**src/rtl/clock_rtc_param.sv**
```systemverilog
// Parametrised hh:mm:ss counter with integrated prescaler, range-checked load and strobes.
// Define CLOCK_RTC_ALARM_EN to add the hour:minute alarm ports and logic.
module clock_rtc_param #(
    parameter int unsigned TICKS_PER_SEC = 100000000,
    parameter int unsigned SEC_MAX       = 60,
    parameter int unsigned MIN_MAX       = 60,
    parameter int unsigned HOUR_MAX      = 24,
    localparam int unsigned SW = $clog2(SEC_MAX),
    localparam int unsigned MW = $clog2(MIN_MAX),
    localparam int unsigned HW = $clog2(HOUR_MAX),
    localparam int unsigned PW = $clog2(TICKS_PER_SEC)
) (
    input  logic          clk,
    input  logic          rst,
    input  logic          en,
    input  logic          load,
    input  logic [SW-1:0] load_sec,
    input  logic [MW-1:0] load_min,
    input  logic [HW-1:0] load_hour,
`ifdef CLOCK_RTC_ALARM_EN
    input  logic          alarm_wr,
    input  logic [HW-1:0] alarm_hour,
    input  logic [MW-1:0] alarm_min,
    input  logic          alarm_ack,
    output logic          alarm,
`endif
    output logic [SW-1:0] sec_cnt,
    output logic [MW-1:0] min_cnt,
    output logic [HW-1:0] hour_cnt,
    output logic          sec_tick,
    output logic          day_wrap,
    output logic          load_err
);

    localparam logic [PW-1:0] PreLast  = PW'(TICKS_PER_SEC - 1);
    localparam logic [SW-1:0] SecLast  = SW'(SEC_MAX - 1);
    localparam logic [MW-1:0] MinLast  = MW'(MIN_MAX - 1);
    localparam logic [HW-1:0] HourLast = HW'(HOUR_MAX - 1);

    logic [PW-1:0] pre_q, pre_d;
    logic [SW-1:0] sec_q, sec_d;
    logic [MW-1:0] min_q, min_d;
    logic [HW-1:0] hour_q, hour_d;
    logic          sec_tick_q, day_wrap_q, load_err_q;
    logic          adv, load_ok, wrap;

    always_comb begin
        adv     = en && (pre_q == PreLast);
        // Compare at 32 bits so a MAX equal to 2**W still rejects out-of-range codes.
        load_ok = load && (32'(load_sec) < SEC_MAX) && (32'(load_min) < MIN_MAX)
                       && (32'(load_hour) < HOUR_MAX);
        wrap    = adv && (sec_q == SecLast) && (min_q == MinLast) && (hour_q == HourLast);
        pre_d   = pre_q;
        sec_d   = sec_q;
        min_d   = min_q;
        hour_d  = hour_q;
        if (en) begin
            pre_d = adv ? '0 : pre_q + 1'b1;
        end
        if (adv) begin
            if (sec_q != SecLast) begin
                sec_d = sec_q + 1'b1;
            end else begin
                sec_d = '0;
                if (min_q != MinLast) begin
                    min_d = min_q + 1'b1;
                end else begin
                    min_d  = '0;
                    hour_d = (hour_q != HourLast) ? hour_q + 1'b1 : '0;
                end
            end
        end
        if (load_ok) begin
            pre_d  = '0;
            sec_d  = load_sec;
            min_d  = load_min;
            hour_d = load_hour;
        end
    end

    always_ff @(posedge clk) begin
        if (rst) begin
            pre_q      <= '0;
            sec_q      <= '0;
            min_q      <= '0;
            hour_q     <= '0;
            sec_tick_q <= 1'b0;
            day_wrap_q <= 1'b0;
            load_err_q <= 1'b0;
        end else begin
            pre_q      <= pre_d;
            sec_q      <= sec_d;
            min_q      <= min_d;
            hour_q     <= hour_d;
            // A valid load swallows any coinciding advance, strobes included.
            sec_tick_q <= adv && !load_ok;
            day_wrap_q <= wrap && !load_ok;
            load_err_q <= load && !load_ok;
        end
    end

`ifdef CLOCK_RTC_ALARM_EN
    logic [HW-1:0] alarm_hour_q;
    logic [MW-1:0] alarm_min_q;
    logic          armed_q, alarm_q, match;

    assign match = adv && !load_ok && armed_q && (sec_d == '0)
                   && (min_d == alarm_min_q) && (hour_d == alarm_hour_q);

    always_ff @(posedge clk) begin
        if (rst) begin
            alarm_hour_q <= '0;
            alarm_min_q  <= '0;
            armed_q      <= 1'b0;
            alarm_q      <= 1'b0;
        end else begin
            if (alarm_wr) begin
                alarm_hour_q <= alarm_hour;
                alarm_min_q  <= alarm_min;
                armed_q      <= 1'b1;
            end
            if (match) begin
                alarm_q <= 1'b1;
            end else if (alarm_ack) begin
                alarm_q <= 1'b0;
            end
        end
    end

    assign alarm = alarm_q;
`endif

    assign sec_cnt  = sec_q;
    assign min_cnt  = min_q;
    assign hour_cnt = hour_q;
    assign sec_tick = sec_tick_q;
    assign day_wrap = day_wrap_q;
    assign load_err = load_err_q;

endmodule

```
**config.mk**
```make
export PLATFORM = sky130hd
export DESIGN_NAME = clock_rtc_param
export DESIGN_NICKNAME = d
export VERILOG_FILES = /design/src/rtl/clock_rtc_param.sv
export SDC_FILE = /design/constraint.sdc
export NUM_CORES = 1
export LEC_CHECK = 0
export CORE_MARGIN = 5
export CORE_UTILIZATION = 30
export CTS_BUF_LIST = sky130_fd_sc_hd__clkbuf_16
export CTS_CLUSTER_SIZE = 28
export DETAILED_ROUTE_END_ITERATION = 6
export GPL_TIMING_DRIVEN = 0
export SETUP_SLACK_MARGIN = 0.5
export SYNTH_ARGS = -nofsm -noshare
export SYNTH_HDL_FRONTEND = slang
export SYNTH_SLANG_ARGS = --single-unit
```
**constraint.sdc**
```tcl
create_clock -name clk -period 1.75 [get_ports clk]
set_clock_uncertainty 0.05 [all_clocks]
set_input_delay 0.2625 -clock clk [delete_from_list [all_inputs] [get_ports clk]]
set_output_delay 0.2625 -clock clk [all_outputs]
set_load 0.03 [all_outputs]
```
==> key figures <==
Clock tree
  – Clock root buffer: clkbuf_16
  – CTS hold repair buffers: 0
  – Clock Latency Late Sink: 0.29 ns
  – Clock tree from TritonCTS: yes
  – Clock input transition at the sequential cells of the worst setup and hold paths: 0.07 ns
  – Total clock buffers created by CTS: 5
  – Clk buf depth: 2
  – # H-tree levels: 2
  – CTS Sinks: between 40 and 50

Synthesis
  – Proportion of synthesized chip area in sequential cells: 39.8%
  – Synth area leader: dfxtp_1
  – Synth Net Count: 307
  – Yosys cell types: 43
  – Syn_area_per_cell: 8.39 sq um
  – Number of cells produced by synthesis: between 200 and 300
  – Synth area leaders: dfxtp_1 (40%), nor2_1 (7.1%), xor2_1 (7.0%), nand3_1 (4.2%), nand2_1 (4.0%)
  – Seq cells post-synth: 47
  – Top-area cell type share of the netlist area: 39.8%
  – Yosys synthesis warning count: 0
  – Area of the mapped netlist: 2360 sq um

Setup path
  – Cell family with the largest share of critical-path delay: simple AND/OR/NAND/NOR gates
  – Slowest stage cell, crit path: and4bb_4
  – Number of buffer and inverter instances along the worst setup path: 1
  – Crit. End Element: register
  – Max Fanout on Critical Path: 4
  – Crit path from: pre_q[1]
  – CP Cell Sequence: ha_4 > nand4_1 > and4bb_4 > buf_4 > nand3_4 > or3_1 > a311oi_1
  – Startpoint of the worst register-to-register path: pre_q[1]
  – Critical path data arrival time: 2.05 ns
  – Delay of the slowest critical-path stage: 0.41 ns
  – Required time worst endpoint: around 1.9 ns
  – Kind of critical path: reg -> reg
  – Kind of launch point of the worst setup path: register

Timing
  – Transition at the pin with the smallest max-transition slack: approximately 0.6 ns
  – Ratio of final minimum period to clock period: 109%
  – Worst relative slew slack: 59.8%
  – Number of endpoints failing setup at the final stage: 20
  – Highest achievable clock rate: approximately 520 MHz
  – Setup repair after global routing missed its margin: yes
  – Hold WS: 0.233 ns
  – Post-route minimum period: around 1.9 ns
  – Setup slack after layout: -0.164 ns
  – Count of pins over their slew limit: 0
  – Final Hold Vio Count: 0

Final layout
  – Commonest non-fill, non-tap cell in the layout: nor2_1
  – Final Cell Area: 3770 sq um
  – Area added between synthesis and finish: 59.6%
  – Final-stage net count: between 300 and 400
  – Leading cell types in the layout, fill and taps excluded: nor2_1 (44), buf_4 (32), dfxtp_1 (23), nand2_1 (19), xor2_1 (19)
  – Diodes inserted: 0
  – Fraction of final layout cells sized beyond drive strength 1: 39.9%

Die
  – Chip Width: 98.8 um
  – Site Rows: 32
  – Core box area: 7690 sq um
  – Vertical die dimension: around 100 um
  – Starting density of the core: between 30% and 40%
  – Top-level I/O count: 41
  – Die area: 9760 sq um

Global routing
  – Number of antenna violations at the first check in global routing: 0
  – Met1 Usage GRT: 18.9%
  – Remaining global-route overflow: 0
  – Met2 track demand over resource: 24.8%
  – Vias in the first global route: 2422
  – Met3 usage in global routing: 3.82%
  – Global-route wire length before repair: 12.0 mm
  – Most used routing layer: met2
  – Total routing resource utilization after global routing: ~15%
  – Largest net degree at the start of global routing: 17

Pwr
  – Standby leakage power: 0.00143 uW
  – Power density over the cells: 682 nW/um^2
  – Overall Power: around 2600 uW
  – Worst supply voltage drop on vdd: around 0.5 mV

Detailed routing
  – Via count: 2494
  – Count of unresolved DRC violations after routing: 0
  – Number of search-and-repair iterations in the first detailed-routing pass: 4
  – Number of nets still failing antenna checks after routing: 0
  – Post-DR vias/cell: approximately 5.3
  – Number of violations reported at the end of detailed-routing iteration 0: 97
  – Routed wire length: approximately 7.6 mm
  – DR WL/cell: 16.2 um

Place
  – Cell area after placement: 3050 sq um
  – Final weighted congestion in routability-driven placement: 0.858
  – Total half-perimeter wirelength after legalization and detailed placement: between 4 and 5 mm
  – Buffers added on ports: 38

Outcome
  – Result of the run: finished with violations
  – Failing checks: setup timing

Worst hold path
  – Hold_sp: en
  – Class of the tightest hold or removal check: in -> reg

Run
  – MaxCap Viol Count: 0
-- stage by stage --
step	worst slack, ns	TNS (ns)	instances	util (%)
6_report	-0.164	-1.50	470	49.1
5_1_grt	-0.260	-3.98	470	49.1
4_1_cts	-0.138	-0.988	461	46.5
3_5_place_dp	-0.634	-15.89	422	39.7
3_3_place_gp	-0.658	-15.27	422	39.7
2_1_floorplan	-0.152	-0.503	282	-
-- where the power goes --
group / switching (uW) / internal [uW]
Combinational: 200 / 169
Sequential: 45.9 / 1100
Clock: 436 / 625
Total: 682 / 1890
-- tightest hold or removal path: cells and delay by family --
| kind | cells | cell delay [ns] |
|---|---|---|
| compound gates | 1 | 0.05 |
| buf+inv | 1 | 0.15 |
| simple gates | 1 | 0.07 |
-- cells by family (layout without fill, tap and decap cells) --
family	Yosys count	in the layout	share of synthesized area, %
and+or+nand+nor	151	151	33.9
DFF	47	47	39.8
AOI/OAI and AO/OA	39	39	11.6
xor gates and xnor gates	25	25	9.26
buffers and inverters	14	100	2.49
adders and majority gates	4	4	2.12
muxes	2	2	0.847
-- layer usage --
metal | vias up | share of wire (%)
met5 | - | 0
met4 | 0 | 3.0
met3 | 23 | 6.3
met2 | 84 | 49
met1 | 1189 | 42
li1 | 1198 | -
-- synth_stat cells (all sizes together) --
cell,count
a31oi,3
and3,7
nor4,4
a311oi,8
ha,4
and4,4
o211ai,4
o31a,1
nand2,26
inv,1
xor2,19
o2bb2a,2
o311ai,1
o21a,1
buf,5
a21boi,1
nand4,15
a21o,1
nor2,45
o21ai,7
dfxtp,47
o32ai,1
nor3,4
o221ai,1
and2,3
nand2b,5
nand4b,4
or4,3
nand3,20
xnor2,6
a21oi,7
o31ai,1
or3,5
nor4bb,1
clkbuf,8
mux2i,2
nand3b,3
and4bb,1
or4b,1
-- sequential cells by signal, summed over array words and instances (netlist names) --
register and cells:
sec_cnt 6, min_cnt 6, hour_cnt 5, day_wrap 1
sec_tick 1, load_err 1, pre_q 27
-- repair_timing --
| item | 4_1_cts | 5_1_grt |
|---|---|---|
| setup endpoints to repair | 67 | 54 |
| cloned | 0 | 2 |
| buffers inserted | 31 | 7 |
| pin swaps | 33 | 24 |
| resized for setup | 163 | 31 |
-- worst paths after layout --
path / endpoint / slack, ns / depth (start not counted)
max: min_cnt[0] / -0.16 / 7
min: pre_q[1] / 0.23 / 3
max reg2reg: min_cnt[0] / -0.16 / 7
min reg2reg: pre_q[26] / 0.48 / 2
-- cell type report --
cell class | count | area [sq um]
fillers | 730 | 3910
clock buffers | 6 | 150
plain buffers | 13 | 126
inverters | 1 | 3.75
well taps | 102 | 128
flip-flops and latches | 47 | 993
repair buffers | 78 | 676
multi-input cells | 221 | 1680
clock inverters | 2 | 17.5
Power figures use the tool's default switching activity.
